### config.mk
export PLATFORM = sky130hd
export DESIGN_NAME = keypad_scanner_flat
export DESIGN_NICKNAME = d
export VERILOG_FILES = /design/src/rtl/keypad_scanner_pkg.sv /design/src/rtl/keypad_scanner_if.sv /design/src/rtl/keypad_scanner_scan_tick_gen.sv /design/src/rtl/keypad_scanner.sv /design/src/flat_wrapper.sv
export SDC_FILE = /design/constraint.sdc
export NUM_CORES = 1
export LEC_CHECK = 0
export CORE_UTILIZATION = 52
export DETAILED_ROUTE_END_ITERATION = 6
export MAX_ROUTING_LAYER = met4
export PLACE_DENSITY = 0.71
export SLEW_MARGIN = 20
export SYNTH_ARGS = -nofsm -noshare
export SYNTH_HDL_FRONTEND = slang
export SYNTH_SLANG_ARGS = --single-unit
### constraint.sdc
create_clock -name clk -period 2.2 [get_ports clk]
set_input_delay 0.33 -clock clk [delete_from_list [all_inputs] [get_ports clk]]
set_output_delay 0.33 -clock clk [all_outputs]
set_load 0.05 [all_outputs]
### src/rtl/keypad_scanner_pkg.sv
// Shared types and helpers for the 4x4 keypad scanner.
// Column strobe encoding and lowest-row selection live here.
package keypad_pkg;

  localparam int ROWS = 4;
  localparam int COLS = 4;

  typedef logic [3:0] key_code_t;

  typedef enum logic [1:0] {
    SCAN,
    DEBOUNCE,
    HOLD
  } scan_state_t;

  typedef struct packed {
    logic       hit;
    logic [1:0] idx;
  } row_sel_t;

  function automatic logic [COLS-1:0] col_onehot_n(
    input logic [1:0] idx
  );
    logic [COLS-1:0] one;
    one = 4'b0001;
    return ~(one << idx);
  endfunction

  // Lowest active (low) row wins; no ghost rejection.
  function automatic row_sel_t lowest_row(
    input logic [ROWS-1:0] r_n
  );
    row_sel_t s;
    s.hit = ~&r_n;
    s.idx = 2'd0;
    if (!r_n[0]) begin
      s.idx = 2'd0;
    end else if (!r_n[1]) begin
      s.idx = 2'd1;
    end else if (!r_n[2]) begin
      s.idx = 2'd2;
    end else if (!r_n[3]) begin
      s.idx = 2'd3;
    end
    return s;
  endfunction

endpackage

### src/rtl/keypad_scanner_if.sv
// Valid/ready key delivery channel between scanner and consumer.
interface keypad_scanner_if;
  import keypad_pkg::*;

  logic      key_valid;
  logic      key_ready;
  key_code_t key_code;

  modport master (
    output key_valid,
    output key_code,
    input  key_ready
  );

  modport slave (
    input  key_valid,
    input  key_code,
    output key_ready
  );

endinterface

### src/rtl/keypad_scanner_scan_tick_gen.sv
// Prescaler: one-clk enable every SCAN_DIV clocks.
module scan_tick_gen #(
  parameter int WIDTH    = 32,
  parameter int SCAN_DIV = 50000
) (
  input  logic clk,
  input  logic reset,
  output logic tick
);

  localparam logic [WIDTH-1:0] LAST =
    WIDTH'(SCAN_DIV - 1);

  logic [WIDTH-1:0] cnt_q;
  logic [WIDTH-1:0] cnt_d;

  assign tick = (cnt_q == LAST);

  always_comb begin
    cnt_d = cnt_q + 1'b1;
    if (tick) begin
      cnt_d = '0;
    end
  end

  always_ff @(posedge clk or posedge reset) begin
    if (reset) begin
      cnt_q <= '0;
    end else begin
      cnt_q <= cnt_d;
    end
  end

endmodule

### src/rtl/keypad_scanner.sv
// 4x4 keypad column scanner with press/release debounce and
// one key code per physical press on a valid/ready channel.
module keypad_scanner
  import keypad_pkg::*;
#(
  parameter int WIDTH        = 32,
  parameter int SCAN_DIV     = 50000,
  parameter int DEBOUNCE_CNT = 4
) (
  input  logic                clk,
  input  logic                reset,
  input  logic [ROWS-1:0]     row_n,
  output logic [COLS-1:0]     col_n,
  keypad_scanner_if.master    key_if,
  output logic                key_pressed,
  output logic                overrun
);

  localparam logic [3:0] DB_MAX = 4'(DEBOUNCE_CNT);

  logic            tick;
  logic [ROWS-1:0] sync1_q;
  logic [ROWS-1:0] sync2_q;
  row_sel_t        sel;

  scan_state_t state_q, state_d;
  logic [1:0]  col_q, col_d;
  logic [1:0]  row_q, row_d;
  logic [3:0]  cnt_q, cnt_d;
  logic [3:0]  cnt_inc;
  logic        emit;

  logic      valid_q, valid_d;
  key_code_t code_q, code_d;
  logic      ovr_q, ovr_d;

  scan_tick_gen #(
    .WIDTH    (WIDTH),
    .SCAN_DIV (SCAN_DIV)
  ) u_tick (
    .clk   (clk),
    .reset (reset),
    .tick  (tick)
  );

  always_ff @(posedge clk or posedge reset) begin
    if (reset) begin
      sync1_q <= '1;
      sync2_q <= '1;
    end else begin
      sync1_q <= row_n;
      sync2_q <= sync1_q;
    end
  end

  assign sel     = lowest_row(sync2_q);
  assign cnt_inc = cnt_q + 4'd1;

  // Column only moves on ticks; it stays frozen
  // while a candidate is debounced or held.
  always_comb begin
    state_d = state_q;
    col_d   = col_q;
    row_d   = row_q;
    cnt_d   = cnt_q;
    emit    = 1'b0;
    if (tick) begin
      unique case (state_q)
        SCAN: begin
          if (sel.hit) begin
            row_d = sel.idx;
            if (DB_MAX == 4'd1) begin
              emit    = 1'b1;
              state_d = HOLD;
              cnt_d   = 4'd0;
            end else begin
              state_d = DEBOUNCE;
              cnt_d   = 4'd1;
            end
          end else begin
            col_d = col_q + 2'd1;
          end
        end
        DEBOUNCE: begin
          if (sel.hit && (sel.idx == row_q)) begin
            if (cnt_inc >= DB_MAX) begin
              emit    = 1'b1;
              state_d = HOLD;
              cnt_d   = 4'd0;
            end else begin
              cnt_d = cnt_inc;
            end
          end else begin
            state_d = SCAN;
            col_d   = col_q + 2'd1;
            cnt_d   = 4'd0;
          end
        end
        HOLD: begin
          if (sync2_q[row_q]) begin
            if (cnt_inc >= DB_MAX) begin
              state_d = SCAN;
              col_d   = col_q + 2'd1;
              cnt_d   = 4'd0;
            end else begin
              cnt_d = cnt_inc;
            end
          end else begin
            cnt_d = 4'd0;
          end
        end
        default: begin
          state_d = SCAN;
          cnt_d   = 4'd0;
        end
      endcase
    end
  end

  always_ff @(posedge clk or posedge reset) begin
    if (reset) begin
      state_q <= SCAN;
      col_q   <= 2'd0;
      row_q   <= 2'd0;
      cnt_q   <= 4'd0;
    end else begin
      state_q <= state_d;
      col_q   <= col_d;
      row_q   <= row_d;
      cnt_q   <= cnt_d;
    end
  end

  // A stalled key wins over a new one; a same-cycle
  // transfer lets the new key replace it.
  always_comb begin
    valid_d = valid_q;
    code_d  = code_q;
    ovr_d   = 1'b0;
    if (emit) begin
      if (valid_q && !key_if.key_ready) begin
        ovr_d = 1'b1;
      end else begin
        valid_d = 1'b1;
        code_d  = {row_d, col_q};
      end
    end else if (valid_q && key_if.key_ready) begin
      valid_d = 1'b0;
    end
  end

  always_ff @(posedge clk or posedge reset) begin
    if (reset) begin
      valid_q <= 1'b0;
      code_q  <= '0;
      ovr_q   <= 1'b0;
    end else begin
      valid_q <= valid_d;
      code_q  <= code_d;
      ovr_q   <= ovr_d;
    end
  end

  assign col_n            = col_onehot_n(col_q);
  assign key_pressed      = (state_q == HOLD);
  assign overrun          = ovr_q;
  assign key_if.key_valid = valid_q;
  assign key_if.key_code  = code_q;

endmodule

### src/flat_wrapper.sv
// flat-port wrapper written by rule: the top's interface ports become plain ports
module keypad_scanner_flat import keypad_pkg::*;
#(
  parameter int WIDTH        = 32,
  parameter int SCAN_DIV     = 50000,
  parameter int DEBOUNCE_CNT = 4
)
  (clk, reset, row_n, col_n, key_pressed, overrun, key_if_key_valid, key_if_key_code, key_if_key_ready);
  keypad_scanner_if key_if_i ();
  input  logic clk;
  input  logic reset;
  input  logic [ROWS-1:0] row_n;
  output logic [COLS-1:0] col_n;
  output logic key_pressed;
  output logic overrun;
  output wire logic [$bits(key_if_i.key_valid)-1:0] key_if_key_valid;
  output wire logic [$bits(key_if_i.key_code)-1:0] key_if_key_code;
  input wire logic [$bits(key_if_i.key_ready)-1:0] key_if_key_ready;
  assign key_if_key_valid = key_if_i.key_valid;
  assign key_if_key_code = key_if_i.key_code;
  assign key_if_i.key_ready = key_if_key_ready;
  keypad_scanner #(.WIDTH(WIDTH), .SCAN_DIV(SCAN_DIV), .DEBOUNCE_CNT(DEBOUNCE_CNT)) u_core (.clk(clk), .reset(reset), .row_n(row_n), .col_n(col_n), .key_if(key_if_i), .key_pressed(key_pressed), .overrun(overrun));
endmodule
==> metrics.md <==
| Metric | Value |
|---|---|
| CTS tree | yes |
| Drt wl/cell | 13.7 um |
| Die W | 73.5 um |
| Switching Fraction | 0.230 |
| Post-layout util | 0.705 |
| Vias in the first global route | 1966 |
| Crit path DAT | 2.51 ns |
| Crit-path max FO | 4 |
| NetSw | 0.000387 W |
| Crit path cell chain | or4_4 -> or4_4 -> nor4b_4 -> buf_4 -> mux2_2 |
| I/O pin total | 18 |
| Placed Instance Area | 0.00320 mm2 |
| Max incr delay on CP | 0.55 ns |
| Post-Syn Area | 0.00266 mm2 |
| Most frequent CP cell | or4_4 |
| Async set or reset register ratio after synthesis | 1.00 |
| CP top delay family | simple AND/OR/NAND/NOR gates |
| CP Capture Type | flip-flop |
| Seq/Total Area, Yosys | 0.532 |
| Cell taking the most area after synthesis | dfrtp_1 |
| Syn_nets | 257 |
| Vias per Instance | 5.32 |
| Routed Antenna Nets | 0 |
| Vias | 2017 |
| VDD IR max | 432 uV |
| RD Place Congestion | 0.940 |
| Tcrit/Tclk final | 1.05 |
| Slew HR | 0.645 |
| CTS Root Cell | clkbuf_8 |
| Num CTS Buffers | 5 |
| Initial DRC Count | 144 |
| Final setup viols | 8 |
| GRT overflow | 0 |
| Total Routing Usage GR | 0.223 |
| Post-route setup slack | -0.100 ns |
| Most instantiated cells after synthesis | dfrtp_1 (48), nand2_1 (24), xnor2_1 (22), nor2_1 (21), inv_1 (13) |
| Syn Area/Cell | 10.9 um2 |
| Clock Latency Late Sink | 0.31 ns |
| Status | complete, but fails checks |
| CTS max path bufs | 2 |
| YS warnings | 0 |
| Site Rows | 25 |
| Failing checks | setup timing |
| Die height | 73.5 um |
| Slew @ Worst Pin | 0.527 ns |
| Reg power frac | 0.621 |
| 1st-pass router iterations | 4 |
| Final wirelength | 5190 um |
| Clk pin slew, worst setup/hold paths | 0.11 ns |
| DP HPWL | 3840 um |
| IO Port Bufs | 17 |
| Gate power share | 0.030 |
| Bufs and invs on worst path | 1 |
| Pins over their slew limit | 0 |
| Pin count of the biggest net entering global routing | 28 |
| Synth area leaders | dfrtp_1 (45%), dfstp_2 (7.9%), xnor2_1 (7.3%), nand2_1 (3.4%), xor2_1 (3.3%) |
| Worst Clk Skew | 0.0115 ns |
| Final critical-path required period | 2.30 ns |
| Post-CTS Hold Fix Bufs | 0 |
| RSZ-0062 raised after global routing | true |
| Worst hold-check path type | in -> async |
| CP Class | reg -> reg |
| FMAX | 435 MHz |
| Synth Instances | 244 |
| Power per Cell Area | 496 mW/mm2 |
| CTS sink cnt | 56 |
| Area Growth Syn to Fin | 27.9% |
| Initial core utilization | 0.551 |
| Yosys reg bits | 56 |
| Drt drc | 0 |
| Most used flip-flop cell after synthesis | dfrtp_1 |
| Antenna diodes | 0 |
| H-Tree Depth | 2 |
| Synth cell types | 44 |
| Leakage power | 1.56 nW |
| Proportion of layout cells with a drive suffix above 1 | 0.256 |
| Clk pwr share | 0.349 |
| Die Footprint | 0.00540 mm2 |
| First-pass GRT wire length | 8900 um |
| Core area | 0.00482 mm2 |
| Max-cap violations | 0 |
| Count leader, synth | dfrtp_1 |
| Max stage delay cell, worst path | or4_4 |
| Area share of the largest cell type after synthesis | 0.452 |
| Final Hold Viols | 0 |
| Startpoint types | flip-flop |
| Fin area | 0.00339 mm2 |
| Initial antenna violation count | 0 |
| Number of enable-type register cells in the synthesized netlist | 0 |
| Worst EP required | 2.41 ns |
| Internal | 0.00130 W |
| Post-layout net count | 324 |
-- registers in the layout (all words and copies together) (netlist names) --
signal,cells
u_core.sync2_q,4
u_core.cnt_q,4
u_core.col_q,2
u_core.row_q,2
u_core.state_q,2
u_core.sync1_q,4
u_core.u_tick.cnt_q,32
u_core.key_if.key_valid,1
u_core.key_if.key_code,4
u_core.overrun,1
-- cell type report --
class                   instances  area [um2]
fillers                       388        1420
flip-flops and latches         56        1410
multi-input cells             174        1240
repair buffers                 61         514
well taps                      67        83.8
clock buffers                   5        68.8
inverters                      13        48.8
clock inverters                 3        26.3
-- timing repair --
item	in CTS	in global routing
pin swaps	1	4
setup buffers	2	5
resized for setup	7	10
setup endpoints to repair	12	14
-- cells in the final DEF (no fill, tap or decap), types with 3 or more instances in the layout --
| cell | count |
|---|---|
| and2_1 | 4 |
| and3_1 | 7 |
| and4_1 | 3 |
| buf_4 | 42 |
| clkbuf_8 | 5 |
| clkdlybuf4s50_1 | 12 |
| dfrtp_1 | 48 |
| dfstp_2 | 8 |
| dlygate4sd2_1 | 4 |
| ha_1 | 6 |
| inv_1 | 12 |
| mux2_2 | 3 |
| nand2_1 | 23 |
| nand3_1 | 12 |
| nand4_1 | 7 |
| nor2_1 | 21 |
| nor3_1 | 7 |
| nor4_1 | 4 |
| o21ai_0 | 4 |
| or4_4 | 4 |
| xnor2_1 | 22 |
| xor2_1 | 10 |
-- power by group through the flow --
| stage | Sequential, W | Combinational [W] | Clock (W) |
|---|---|---|---|
| final | 0.00105 | 0.0000499 | 0.000589 |
| after detailed placement | 0.00107 | 0.0000517 | 0 |
| after global placement | 0.00107 | 0.0000506 | 0 |
| after global routing | 0.00105 | 0.0000586 | 0.000646 |
| after CTS | 0.00105 | 0.0000517 | 0.000612 |
| after floorplan | 0.00106 | 0.0000252 | 0 |
-- per-layer routing --
metal  share of wire  vias to the layer above  GRT usage  routed length [um]
met3           0.028                        8     0.0398                 144
met5               0                        -          -                   0
met2            0.49                       27      0.360                2540
li1                -                      987          -                   -
met4           0.013                        0     0.0620                  70
met1            0.47                      995      0.292                2440
-- final timing paths --
path	from	end	slack, ns	cells past startpoint
worst max-delay path	u_core.u_tick.cnt_q[5]	u_core.key_if.key_code[2]	-0.10	5
max in group asynchronous	reset	u_core.sync2_q[1]	1.34	3
worst min-delay path	reset	u_core.u_tick.cnt_q[7]	0.32	2
min in group clk	u_core.sync1_q[3]	u_core.sync2_q[3]	0.35	0
worst max register to register	u_core.u_tick.cnt_q[5]	u_core.key_if.key_code[2]	-0.10	5
worst min register to register	u_core.sync1_q[3]	u_core.sync2_q[3]	0.35	0
-- metrics by stage --
step / power (W) / hold WS, ns / worst slack (ns) / std cells / TNS [ns]
after floorplan: 0.00109 / 0.334 / -0.0967 / 244 / -0.387
after global placement: 0.00112 / 0.346 / -0.0893 / 364 / -0.353
after detailed placement: 0.00112 / 0.347 / -0.130 / 364 / -0.540
after CTS: 0.00171 / 0.326 / -0.103 / 374 / -0.494
after global routing: 0.00175 / 0.348 / -0.151 / 379 / -1.04
final: 0.00168 / 0.322 / -0.100 / 379 / -0.569
-- cells by family (layout without fill, tap and decap cells) --
kind of cell | Yosys count | in the layout | share of synthesized area
compound gates | 23 | 23 | 0.0622
xor+xnor | 32 | 32 | 0.106
fa+ha+maj | 6 | 6 | 0.0283
buf+inv | 14 | 82 | 0.0198
flops | 56 | 56 | 0.532
mux | 5 | 5 | 0.0254
simple gates | 108 | 108 | 0.227
No activity file was read; power rests on OpenSTA's default activity.
==> patch, RTL diff (same settings) <==
`WIDTH` is set to 32 in 3 places; all go to 64.
--- a/src/rtl/keypad_scanner_scan_tick_gen.sv
+++ b/src/rtl/keypad_scanner_scan_tick_gen.sv
@@ -2,3 +2,3 @@
 module scan_tick_gen #(
-  parameter int WIDTH    = 32,
+  parameter int WIDTH    = 64,
   parameter int SCAN_DIV = 50000
--- a/src/rtl/keypad_scanner.sv
+++ b/src/rtl/keypad_scanner.sv
@@ -5,3 +5,3 @@
 #(
-  parameter int WIDTH        = 32,
+  parameter int WIDTH        = 64,
   parameter int SCAN_DIV     = 50000,
--- a/src/flat_wrapper.sv
+++ b/src/flat_wrapper.sv
@@ -3,3 +3,3 @@
 #(
-  parameter int WIDTH        = 32,
+  parameter int WIDTH        = 64,
   parameter int SCAN_DIV     = 50000,
Check against the original RTL: same outputs for any inputs over 10 cycles, from zero or initial values and one cycle with reset high; that may be too few to reach the edited logic, so the function may still have changed.
==> patch against the unedited design <==
The run still ends with setup timing left; synthesized area grew 60%; wire length rose by 88%; non-clock buffer count grew 40; power is 74% higher; sequential cell count grew 32; setup slack better by 0.054 ns; cell area grew 62%; count of clock-buffer cells in the layout grew 4.
==> patch: results <==
{
  "first_pass_iters": 4,
  "h-tree-depth": 3,
  "n_fill_cell": 578,
  "grt_max_degree": 89,
  "rr_startpoint": "u_core.u_tick.cnt_q[63]$_DFF_PP0_",
  "synth_common_cells": "80 x dfrtp_1, 43 x xnor2_1, 33 x nand3_1, 32 x nand2_1, 26 x nand4_1",
  "slew_headroom_pct": 65.1,
  "yosysWarnings": 0,
  "globalplace.congestion": 0.875,
  "routed.top_layer": "met4",
  "met1_length_um": 4410,
  "rr_worst_depth": 6,
  "worstHoldPathType": "reg -> reg",
  "violations": "setup timing",
  "wl_met2_um": 4820,
  "syn_nets": 411,
  "grt_use_total_pct": 25.2,
  "setup_violations": 2,
  "clk_latency_ns": 0.37,
  "nNetsFinal": 514,
  "clock_skew_ns": 0.0148,
  "max_stage_delay_ns": 0.55,
  "routed-wl-met3_um": 302,
  "outcome": "complete, but fails checks",
  "first_iter_violations": 128,
  "seq_area_frac_synth_pct": 52.1,
  "vdd_drop_max_mv": 0.391,
  "synth_cell_types": 50,
  "viasPerCell": 5.57,
  "synth_area_leaders": "dfrtp_1 47%, xnor2_1 8.9%, dfstp_2 4.9%",
  "largest_reg_flops": 64,
  "setup_ws_ns": -0.0457,
  "p_leak_nw": 2.55,
  "antenna_found_initial": 0,
  "grt_pass1_vias": 3427,
  "largest_register": "u_core.u_tick.cnt_q",
  "dp_hpwl_um": 6640,
  "cts_made_buffers": 9,
  "cp-start-kind": "flip-flop",
  "place_ws_ns": -0.168,
  "drive_gt1_share_pct": 27.9,
  "reg2reg_to": "u_core.col_q[1]$_DFFE_PP0P_",
  "grt_pass1_wl_um": 16000,
  "netSwitchingFraction_pct": 21.9,
  "detail_route.wl_per_cell_um": 16.1,
  "diodes": 0
}
[patch: power groups by stage]
stage               clock [W]  combinational (W)  sequential (W)
CTS                   0.00126          0.0000600         0.00164
detailed placement          0          0.0000597         0.00167
global route          0.00132          0.0000670         0.00164
floorplan                   0          0.0000329         0.00167
finish                0.00124          0.0000584         0.00164
global placement            0          0.0000588         0.00167
[patch: metrics by stage]
stage | hold WS, ns | cells | instance area (µm²) | setup TNS, ns
after CTS | 0.350 | 603 | 5370 | -0.0368
final | 0.346 | 608 | 5500 | -0.0553
after detailed placement | 0.351 | 586 | 5100 | -0.342
after global placement | 0.346 | 586 | 5100 | -0.163
after floorplan | 0.334 | 398 | 4260 | -0.108
after global routing | 0.354 | 608 | 5500 | -0.761
[patch: timing repair]
action                                 4_1_cts  5_1_grt
setup endpoints to repair                   14       26
endpoints found under the hold margin        0        0
buffers inserted                             0        4
gates resized for setup                     13       13
cloned                                       1        1
pin swaps                                    4        9
[patch: cells by family (layout without fill, tap and decap cells)]
logic type	Yosys count	in the layout	share of synthesized area, %
AND/OR/NAND/NOR	183	183	24.9
XOR/XNOR	62	62	12.8
multiplexers	5	5	1.53
flip-flops	88	88	52.1
buffers and inverters	31	139	3.00
AO/OA/AOI/OAI	23	23	3.95
adder cells (fa/ha/maj)	6	6	1.77
[patch: worst min-delay path by stage]
stage | start | end | slack, ns | depth (start not counted)
CTS | u_core.sync1_q[0]$_DFF_PP1_ | u_core.sync2_q[0]$_DFF_PP1_ | 0.35 | 0
floorplan | row_n[0] | u_core.sync1_q[0]$_DFF_PP1_ | 0.33 | 0
global route | row_n[3] | u_core.sync1_q[3]$_DFF_PP1_ | 0.35 | 1
detailed placement | u_core.sync1_q[0]$_DFF_PP1_ | u_core.sync2_q[0]$_DFF_PP1_ | 0.35 | 0
global placement | u_core.sync1_q[1]$_DFF_PP1_ | u_core.sync2_q[1]$_DFF_PP1_ | 0.35 | 0
finish | u_core.sync1_q[0]$_DFF_PP1_ | u_core.sync2_q[0]$_DFF_PP1_ | 0.35 | 0
[patch: layout make-up]
cell class                      instances  share of cell area [%]
Sequential cell                        88                    40.2
Multi-Input combinational cell        279                    36.6
Timing Repair Buffer                  101                    15.3
Tap cell                              102                    2.32
Clock buffer                            9                    2.25
Clock inverter                          7                    1.73
Inverter                               22                    1.57
[patch: layer usage]
layer,GRT usage (%),up-vias
met1,31.4,1678
met5,-,-
li1,-,1621
met4,11.6,0
met2,40.4,67
met3,4.19,21
[patch: critical path: cells and delay by family, from the launching register on]
family                 cells  cell delay [ns]
buffers and inverters      1             0.16
flip-flops                 1             0.41
AO/OA/AOI/OAI              1             0.12
AND/OR/NAND/NOR            4             1.45
